==> src/rtl/data_memory_pkg.sv <==
// Shared types and helpers for the data memory controller.
// Optional feature macro: DMEM_PARITY_EN (per-lane even parity storage).
package data_memory_pkg;

  typedef enum logic [1:0] {
    CLEAR = 2'd0,
    READY = 2'd1
  } dmem_state_t;

  localparam int LANE_W     = 8;
  // Widest word the parity helper accepts; callers zero-extend into it.
  localparam int DMEM_MAX_W = 1024;

  // Even parity of one byte lane of a (zero-extended) data word.
  function automatic logic lane_parity(input logic [DMEM_MAX_W-1:0] data, input int lane);
    return ^data[lane*LANE_W +: LANE_W];
  endfunction

endpackage

==> src/rtl/data_memory_if.sv <==
// Request/response bus of the data memory controller.
// master = requester (CPU side), slave = memory controller.
interface data_memory_if #(
  parameter int DATA_W = 8,
  parameter int ADDR_W = 8
);
  localparam int LANES = DATA_W / 8;

  logic              req_valid;
  logic              req_ready;
  logic              req_write;
  logic [ADDR_W-1:0] req_addr;
  logic [DATA_W-1:0] req_wdata;
  logic [LANES-1:0]  req_wmask;
  logic              rsp_valid;
  logic [DATA_W-1:0] rsp_data;
  logic              rsp_err;
  logic              wr_done;

  modport master (
    output req_valid, req_write, req_addr, req_wdata, req_wmask,
    input  req_ready, rsp_valid, rsp_data, rsp_err, wr_done
  );

  modport slave (
    input  req_valid, req_write, req_addr, req_wdata, req_wmask,
    output req_ready, rsp_valid, rsp_data, rsp_err, wr_done
  );
endinterface

==> src/rtl/data_memory_ctrl_array.sv <==
// Storage for the data memory: one lane-enabled write port and one
// registered read port. The array itself has no reset; only the read
// register does, so the response path starts at zero.
// Optional feature macro: DMEM_PARITY_EN (one parity bit per lane above the data).
module dmem_array
  import data_memory_pkg::*;
#(
  parameter int DATA_W = 8,
  parameter int DEPTH  = 256,
  parameter int ADDR_W = 8,
  parameter int WORD_W = 8
) (
  input  logic                     clk,
  input  logic                     rst_n,
  input  logic                     wr_en,
  input  logic [ADDR_W-1:0]        wr_addr,
  input  logic [DATA_W/LANE_W-1:0] wr_lane,
  input  logic [WORD_W-1:0]        wr_data,
  input  logic                     rd_en,
  input  logic [ADDR_W-1:0]        rd_addr,
  output logic [WORD_W-1:0]        rd_data
);
  localparam int LANES = DATA_W / LANE_W;

  logic [WORD_W-1:0] mem [DEPTH];

  // Write port: each enabled lane updates its byte (and its parity bit when present).
  always_ff @(posedge clk) begin
    if (wr_en) begin
      for (int i = 0; i < LANES; i++) begin
        if (wr_lane[i]) begin
          mem[wr_addr][i*LANE_W +: LANE_W] <= wr_data[i*LANE_W +: LANE_W];
`ifdef DMEM_PARITY_EN
          mem[wr_addr][DATA_W+i] <= wr_data[DATA_W+i];
`endif
        end
      end
    end
  end

  // Read port: registered, updated only on an in-range read so it holds between reads.
  always_ff @(posedge clk or negedge rst_n) begin
    if (!rst_n)     rd_data <= '0;
    else if (rd_en) rd_data <= mem[rd_addr];
  end

endmodule

==> src/rtl/data_memory_ctrl.sv <==
// Single-port data memory controller: valid/ready requests, one-cycle read
// latency, lane-masked writes, out-of-range flagging and a zeroing sweep
// after reset or on clear_req.
// Optional feature macro: DMEM_PARITY_EN (adds perr_inj / rsp_perr).
module data_memory_ctrl
  import data_memory_pkg::*;
#(
  parameter int DATA_W = 8,
  parameter int DEPTH  = 256,
  parameter int ADDR_W = 8
) (
  input  logic clk,
  input  logic rst_n,
  input  logic clear_req,
  output logic busy,
`ifdef DMEM_PARITY_EN
  input  logic perr_inj,
  output logic rsp_perr,
`endif
  data_memory_if.slave bus
);
  localparam int LANES = DATA_W / LANE_W;
`ifdef DMEM_PARITY_EN
  localparam int WORD_W = DATA_W + LANES;
`else
  localparam int WORD_W = DATA_W;
`endif
  // One extra bit so DEPTH == 2**ADDR_W still compares correctly.
  localparam logic [ADDR_W:0]   DEPTH_X  = (ADDR_W+1)'(DEPTH);
  localparam logic [ADDR_W-1:0] LAST_IDX = ADDR_W'(DEPTH - 1);

  dmem_state_t       state, state_nxt;
  logic [ADDR_W-1:0] clr_cnt, clr_cnt_nxt;

  logic              in_range;
  logic              acc, acc_wr, acc_rd;
  logic              wr_en;
  logic [ADDR_W-1:0] wr_addr;
  logic [LANES-1:0]  wr_lane;
  logic [WORD_W-1:0] wr_word, req_word;
  logic              rd_en;
  logic [WORD_W-1:0] rd_word;
  logic              rsp_valid_q, wr_done_q, rsp_err_q, rd_zero_q;

  assign in_range      = ({1'b0, bus.req_addr} < DEPTH_X);
  assign busy          = (state == CLEAR);
  assign bus.req_ready = (state == READY) && !clear_req;
  assign acc           = bus.req_valid && bus.req_ready;
  assign acc_wr        = acc && bus.req_write;
  assign acc_rd        = acc && !bus.req_write;
  assign rd_en         = acc_rd && in_range;

  // Write word for a request; parity bits (when present) follow the written lanes.
  always_comb begin
    req_word = '0;
    req_word[DATA_W-1:0] = bus.req_wdata;
`ifdef DMEM_PARITY_EN
    for (int i = 0; i < LANES; i++)
      req_word[DATA_W+i] = lane_parity(DMEM_MAX_W'(bus.req_wdata), i) ^ perr_inj;
`endif
  end

  // FSM state and sweep counter register.
  always_ff @(posedge clk or negedge rst_n) begin
    if (!rst_n) begin
      state   <= CLEAR;
      clr_cnt <= '0;
    end else begin
      state   <= state_nxt;
      clr_cnt <= clr_cnt_nxt;
    end
  end

  // Next state and array write-port steering: the sweep owns the port in CLEAR.
  always_comb begin
    state_nxt   = state;
    clr_cnt_nxt = clr_cnt;
    wr_en       = 1'b0;
    wr_addr     = bus.req_addr;
    wr_lane     = bus.req_wmask;
    wr_word     = req_word;
    case (state)
      CLEAR: begin
        wr_en   = 1'b1;
        wr_addr = clr_cnt;
        wr_lane = '1;
        wr_word = '0;
        if (clear_req) begin
          clr_cnt_nxt = '0;
        end else if (clr_cnt == LAST_IDX) begin
          state_nxt   = READY;
          clr_cnt_nxt = '0;
        end else begin
          clr_cnt_nxt = clr_cnt + 1'b1;
        end
      end
      READY: begin
        wr_en = acc_wr && in_range;
        if (clear_req) begin
          state_nxt   = CLEAR;
          clr_cnt_nxt = '0;
        end
      end
      default: begin
        state_nxt   = CLEAR;
        clr_cnt_nxt = '0;
      end
    endcase
  end

  // Response pulses; rd_zero_q remembers whether the last read was out of range.
  always_ff @(posedge clk or negedge rst_n) begin
    if (!rst_n) begin
      rsp_valid_q <= 1'b0;
      wr_done_q   <= 1'b0;
      rsp_err_q   <= 1'b0;
      rd_zero_q   <= 1'b0;
    end else begin
      rsp_valid_q <= acc_rd;
      wr_done_q   <= acc_wr;
      rsp_err_q   <= acc && !in_range;
      if (acc_rd) rd_zero_q <= !in_range;
    end
  end

  assign bus.rsp_valid = rsp_valid_q;
  assign bus.wr_done   = wr_done_q;
  assign bus.rsp_err   = rsp_err_q;
  assign bus.rsp_data  = rd_zero_q ? '0 : rd_word[DATA_W-1:0];

`ifdef DMEM_PARITY_EN
  // Recompute each lane's parity on the returned word and compare with the stored bit.
  always_comb begin
    rsp_perr = 1'b0;
    if (rsp_valid_q && !rd_zero_q)
      for (int i = 0; i < LANES; i++)
        if (lane_parity(DMEM_MAX_W'(rd_word[DATA_W-1:0]), i) != rd_word[DATA_W+i])
          rsp_perr = 1'b1;
  end
`endif

  dmem_array #(
    .DATA_W (DATA_W),
    .DEPTH  (DEPTH),
    .ADDR_W (ADDR_W),
    .WORD_W (WORD_W)
  ) u_array (
    .clk     (clk),
    .rst_n   (rst_n),
    .wr_en   (wr_en),
    .wr_addr (wr_addr),
    .wr_lane (wr_lane),
    .wr_data (wr_word),
    .rd_en   (rd_en),
    .rd_addr (bus.req_addr),
    .rd_data (rd_word)
  );

endmodule

==> src/flat_wrapper.sv <==
// flat-port wrapper written by rule: the top's interface ports become plain ports
module data_memory_ctrl_flat import data_memory_pkg::*;
#(
  parameter int DATA_W = 8,
  parameter int DEPTH  = 256,
  parameter int ADDR_W = 8
)
  (clk, rst_n, clear_req, busy, bus_req_valid, bus_req_write, bus_req_addr, bus_req_wdata, bus_req_wmask, bus_req_ready, bus_rsp_valid, bus_rsp_data, bus_rsp_err, bus_wr_done);
  data_memory_if #(.DATA_W(DATA_W), .ADDR_W(ADDR_W)) bus_i ();
  input  logic clk;
  input  logic rst_n;
  input  logic clear_req;
  output logic busy;
  input wire logic [$bits(bus_i.req_valid)-1:0] bus_req_valid;
  input wire logic [$bits(bus_i.req_write)-1:0] bus_req_write;
  input wire logic [$bits(bus_i.req_addr)-1:0] bus_req_addr;
  input wire logic [$bits(bus_i.req_wdata)-1:0] bus_req_wdata;
  input wire logic [$bits(bus_i.req_wmask)-1:0] bus_req_wmask;
  output wire logic [$bits(bus_i.req_ready)-1:0] bus_req_ready;
  output wire logic [$bits(bus_i.rsp_valid)-1:0] bus_rsp_valid;
  output wire logic [$bits(bus_i.rsp_data)-1:0] bus_rsp_data;
  output wire logic [$bits(bus_i.rsp_err)-1:0] bus_rsp_err;
  output wire logic [$bits(bus_i.wr_done)-1:0] bus_wr_done;
  assign bus_i.req_valid = bus_req_valid;
  assign bus_i.req_write = bus_req_write;
  assign bus_i.req_addr = bus_req_addr;
  assign bus_i.req_wdata = bus_req_wdata;
  assign bus_i.req_wmask = bus_req_wmask;
  assign bus_req_ready = bus_i.req_ready;
  assign bus_rsp_valid = bus_i.rsp_valid;
  assign bus_rsp_data = bus_i.rsp_data;
  assign bus_rsp_err = bus_i.rsp_err;
  assign bus_wr_done = bus_i.wr_done;
  data_memory_ctrl #(.DATA_W(DATA_W), .DEPTH(DEPTH), .ADDR_W(ADDR_W)) u_core (.clk(clk), .rst_n(rst_n), .clear_req(clear_req), .busy(busy), .bus(bus_i));
endmodule
==> config.mk <==
export PLATFORM = sky130hd
export DESIGN_NAME = data_memory_ctrl_flat
export DESIGN_NICKNAME = d
export VERILOG_FILES = /design/src/rtl/data_memory_pkg.sv /design/src/rtl/data_memory_if.sv /design/src/rtl/data_memory_ctrl_array.sv /design/src/rtl/data_memory_ctrl.sv /design/src/flat_wrapper.sv
export SDC_FILE = /design/constraint.sdc
export NUM_CORES = 2
export LEC_CHECK = 0
export CAP_MARGIN = 20
export CORE_ASPECT_RATIO = 1.25
export CORE_MARGIN = 2
export CORE_UTILIZATION = 30
export DETAILED_ROUTE_END_ITERATION = 8
export PLACE_DENSITY_LB_ADDON = 0.3
export RECOVER_POWER = 25
export SKIP_LAST_GASP = 1
export SLEW_MARGIN = 20
export SYNTH_ARGS = -nofsm -noshare
export SYNTH_HDL_FRONTEND = slang
export SYNTH_SLANG_ARGS = --single-unit
export TNS_END_PERCENT = 5
==> constraint.sdc <==
create_clock -name clk -period 13.93 [get_ports clk]
set_input_delay 1.393 -clock clk [delete_from_list [all_inputs] [get_ports clk]]
set_output_delay 1.393 -clock clk [all_outputs]
set_load 0.01 [all_outputs]
# After elaboration in Yosys (flattened, before gate mapping)
# Memory sizes are Yosys's and may differ from the RTL's. A register that Yosys moved wholly into a read port is not among the register bits.
# Cells that the tools add are included.
# W data, S select, Z words.
# word_totals
ff_bits	12
ram_bits	2048
mem_count	1
# classes
addsub	1
n_eq_ne	5
muxes	15
reduce_logical	9
# mem_list
name	words	width	rd	rd_ports_with_merged_regs	wr	line	text
u_core.u_array.mem	256	8	1	1	1	data_memory_ctrl_array.sv:25	logic [WORD_W-1:0] mem [DEPTH];
# ops
op	count
$mux W8	5
$pmux W8 S2	1
$add A8 B1 Y8 const B	1
$eq A8 B8 Y1 const B	1
$mux W2	3
$logic_and A1 B1 Y1	4
$mux W1	4
$ne A2 B2 Y1 const B	2
$pmux W2 S2	1
$logic_not A1 Y1	3
$reduce_and A3 Y1	1
$eq A2 B1 Y1 const B	1
$logic_not A2 Y1	1
$ne A2 B1 Y1 const B	1
$pmux W1 S2	1

# Logic depth before layout (Yosys ltp)
# depth
word_depth	7
ltp_mapped	13
mapped_depth_nobuf	7

# By module
# From an unflattened synthesis, not the netlist that was laid out.
# hier_totals
cells_unflattened	4001
hier_area_um2	80811.3
# by_module_without_submodules
mod	n_inst	cells_per_inst	area_per_inst_um2	seq_area_each_um2
dmem_array	1	3925	80114.3	61699.2
data_memory_ctrl	1	76	696.9	275.3

# Worst setup path before layout
# Ideal clock, no wire load.
# synth_path
kind	register to register
from	register u_core.state[0]
to	memory u_core.u_array.mem[0][0] (data pin)
t_arrival_ns	4.680
required_ns	13.063
slack_ns	8.383
path_stages_with_launch	6
path_buffers	4
path_cell_list	dfrtp_1 > buf_2 > buf_1 > clkbuf_1 > clkbuf_1 > and2_1
# synth_between
elab_chain_cells	2
# synth_rtl
item	line	text
start: declaration	data_memory_ctrl.sv:32	dmem_state_t state, state_nxt;
start signal: assignment	data_memory_ctrl.sv:69	state <= state_nxt;
$logic_not A2 Y1	data_memory_ctrl.sv:82	case (state)
$mux W8	data_memory_ctrl.sv:82	
named net u_core.u_array.wr_data[0]	data_memory_ctrl_array.sv:18	input logic [WORD_W-1:0] wr_data,
end: declaration	data_memory_ctrl_array.sv:25	
# The timed path passes the listed nets, and every way through them passes these cells.

# Worst setup path in the final report
# layout_path
from	input bus_req_wdata[2]
to	memory u_core.u_array.mem[118][2] (data pin)
# layout_between
elab_chain_cells	1
# layout_rtl
item	line	text
start: declaration	flat_wrapper.sv:17	input wire logic [$bits(bus_i.req_wdata)-1:0] bus_req_wdata;
$mux W8	data_memory_ctrl.sv:82	
named net u_core.u_array.wr_data[2]	data_memory_ctrl_array.sv:18	
# The timed path passes the listed nets, and every way through them passes these cells.

==> flow_summary.toml <==
[outcome]
status = "finished with violations"
violations = "capacitance limit, slew limit"

[worst_setup_path]
critPathSlowestCell = "and2_0"
cp_cell_sequence = "dlygate4sd3_1 -> and2_0 -> clkbuf_1"
end_kind = "register"
crit_buf_inv = 2
crit_arrival_ns = 6.49
required_ns = 14.15
path_class = "input pin to register"
path_delay_family = "buffers and inverters"
start_kind = "input pin"
max_stage_delay_ns = 2.35
worstPathMaxFanout = 58

[clocking]
numCtsBuffers = 201
cts_hold_buf = 0
cts_resized = 0
cts-htree-levels = 4
clk_latency_ns = 0.87
cts.clk_slew.worst_paths_ns = 0.06
cts_tree = "yes"
clock-root-buffer = "clkbuf_16"
max-clock-path-buffers = 4
cts_setup_buffers = 0
cts.sinks = 2067

[global_route]
grt_pass1_wl_mm = 332
track_usage_pct = 17.0
grt-ovfl-total = 0
antenna_found_initial = 3
grt_pass1_vias = 42400
grt_max_degree = 205

[run]
maxCapViolations = 13

[worst_hold_path]
hp-class = "register to register"

[final_layout]
finalInstanceArea_sq_mm = 0.0915
fillers = 25100
syn_to_final_growth_pct = 13.0
fin_nets = 4252
drive_above_1_share_pct = 16.9
final_cells = 7920

[synthesis]
synth_top_area_share_pct = 76.0
synth_compound_area_share_pct = 4.44
synthCells = 4140
synth_ff_type = "edfxtp_1"
syn_area_per_cell_sq_um = 19.5
synth_top_cells_by_area = "edfxtp_1 (76%), mux4_2 (8.9%), mux2i_1 (4.8%)"
synth_edf_count = 2048
yosysWarnings = 0
netlist_area_sq_mm = 0.0809
synth_top_area_cell = "edfxtp_1"
synth_cell_types = 67
ys_ff_latch = 2067
synth-simple-area-share_pct = 3.05
yosysMostFrequentCell = "edfxtp_1"
ys_async_sr_fraction_pct = 0.919
synthMuxAreaShare_pct = 13.8
ys_seq_area_share_pct = 76.6
synthAdderAreaFrac_pct = 0.0155
synthXorXnorAreaFrac_pct = 0.0325
ys_top_cells_by_count = "edfxtp_1 (2048), mux2i_1 (392), mux4_2 (319)"
synth_top_family_by_area = "multiplexers"
syn_nets = 4163

[floorplanning]
die_area_sq_mm = 0.274
rows = 213
initial_core_util_pct = 30.1
fp.dieH_microns = 585
ios = 35
design.core.area_sq_mm = 0.269
die_w_microns = 468

[pwr]
p_leak_uw = 0.0302
powerDensity_mw_per_mm2 = 138
peakVddDrop_mv = 0.103
p_total_uw = 12700

[place]
gp_congestion = 0.827
placed_area_sq_mm = 0.0851
dp_hpwl_mm = 148
dp_cells = 7573
numPortBuffers = 33

[route]
first_pass_iters = 5
post_drt_wl_per_cell_microns = 29.9
drt-initial-drc-count = 3959
wl_mm = 237
drc = 0
vias = 41100
ant_nets = 0
vias_per_cell = 5.19

[timing]
fin_tns_setup_ns = 0
max_freq_ghz = 0.160
slew_headroom_pct = -210
finalCritPeriodShare_pct = 45.0
tightest_slew_ns = 4.66
maxSlewViolCount = 705
fin_hold_ws_ns = 0.659
setup_viol = 0
finalClockSkew_ns = 0.0605
hold_viol_final = 0
timing.final.crit_period_ns = 6.27
rsz0062_at_grt = "no"
-- cells by family (layout without fill, tap and decap cells) --
| family | Yosys count | in the layout |
|---|---|---|
| flops | 2067 | 2067 |
| simple gates | 571 | 571 |
| xor+xnor | 3 | 3 |
| fa+ha+maj | 1 | 1 |
| buf+inv | 264 | 496 |
| mux | 719 | 719 |
| compound gates | 514 | 514 |
| other cells | 1 | 2 |
-- placed cells by master, fill, tap and decap left out, types with 29 or more instances in the layout --
cell       synthesis  layout
nand3_1           30      30
nor2_1           286     278
o22ai_1          115     115
buf_4             51      94
mux2i_1          392     392
clkbuf_16          0     202
a22oi_1           49      49
nand2_1          137     136
clkbuf_1         109      43
edfxtp_1        2048    2048
mux4_2           319     319
clkinv_1           2      47
o21ai_0           51      51
a21oi_1           71      71
o221ai_1          61      61
a211oi_1          35      35
a221oi_1          29      29
-- through the flow --
step                      util [%]  setup WS (ns)
after global placement        31.6           7.20
after floorplan                  -           8.38
after detailed placement      31.7           7.43
after CTS                     34.0           8.34
final                         34.0           7.66
after global routing          34.0           7.29
-- worst paths after layout --
kind,start,slack [ns],to,cells past startpoint
max in group asynchronous,rst_n,11.85,u_core.bus.rsp_valid,1
min in group asynchronous,rst_n,1.00,u_core.bus.wr_done,1
hold reg to reg,u_core.clr_cnt[5],0.66,u_core.clr_cnt[5],1
setup / recovery,bus_req_wdata[2],7.66,u_core.u_array.mem[118][2],3
hold / removal,u_core.clr_cnt[5],0.66,u_core.clr_cnt[5],1
setup reg to reg,u_core.state[0],7.86,u_core.u_array.mem[118][2],3
-- worst register-to-register path, stage by stage, from the launching register on --
cell	delay [ns]
dfrtp_1	0.32
buf_4	0.41
and2_0	2.47
clkbuf_1	2.15
-- layout make-up --
type | instances | area [sq um] | share of cell area [%]
tap | 3547 | 4440 | 4.85
clock inverter | 104 | 1100 | 1.20
sequential | 2067 | 62000 | 67.8
multi-input combinational | 1809 | 17400 | 19.1
antenna | 1 | 2.50 | 0.00274
clock buffer | 242 | 5250 | 5.74
inverter | 10 | 41.3 | 0.0451
timing repair buffer | 140 | 1200 | 1.32
-- state kept, by name, summed over array words and instances (netlist names) --
name                    count
u_core.u_array.mem       2048
u_core.clr_cnt              8
u_core.u_array.rd_data      8
u_core.bus.rsp_valid        1
u_core.bus.wr_done          1
u_core.state                1
-- metal layers --
metal	global-route usage, %	share of wire, %
met5	0	0
met4	7.72	4.9
met3	2.24	4.8
met2	29.6	51
met1	21.0	39
-- report_power, final --
part           internal, uW  switching (uW)  leakage [uW]  total [uW]
logic                   176             331       0.00653         507
clock network          3080            2330       0.00309        5410
registers              6740            8.52        0.0206        6750
No activity file was read; power rests on OpenSTA's default activity.
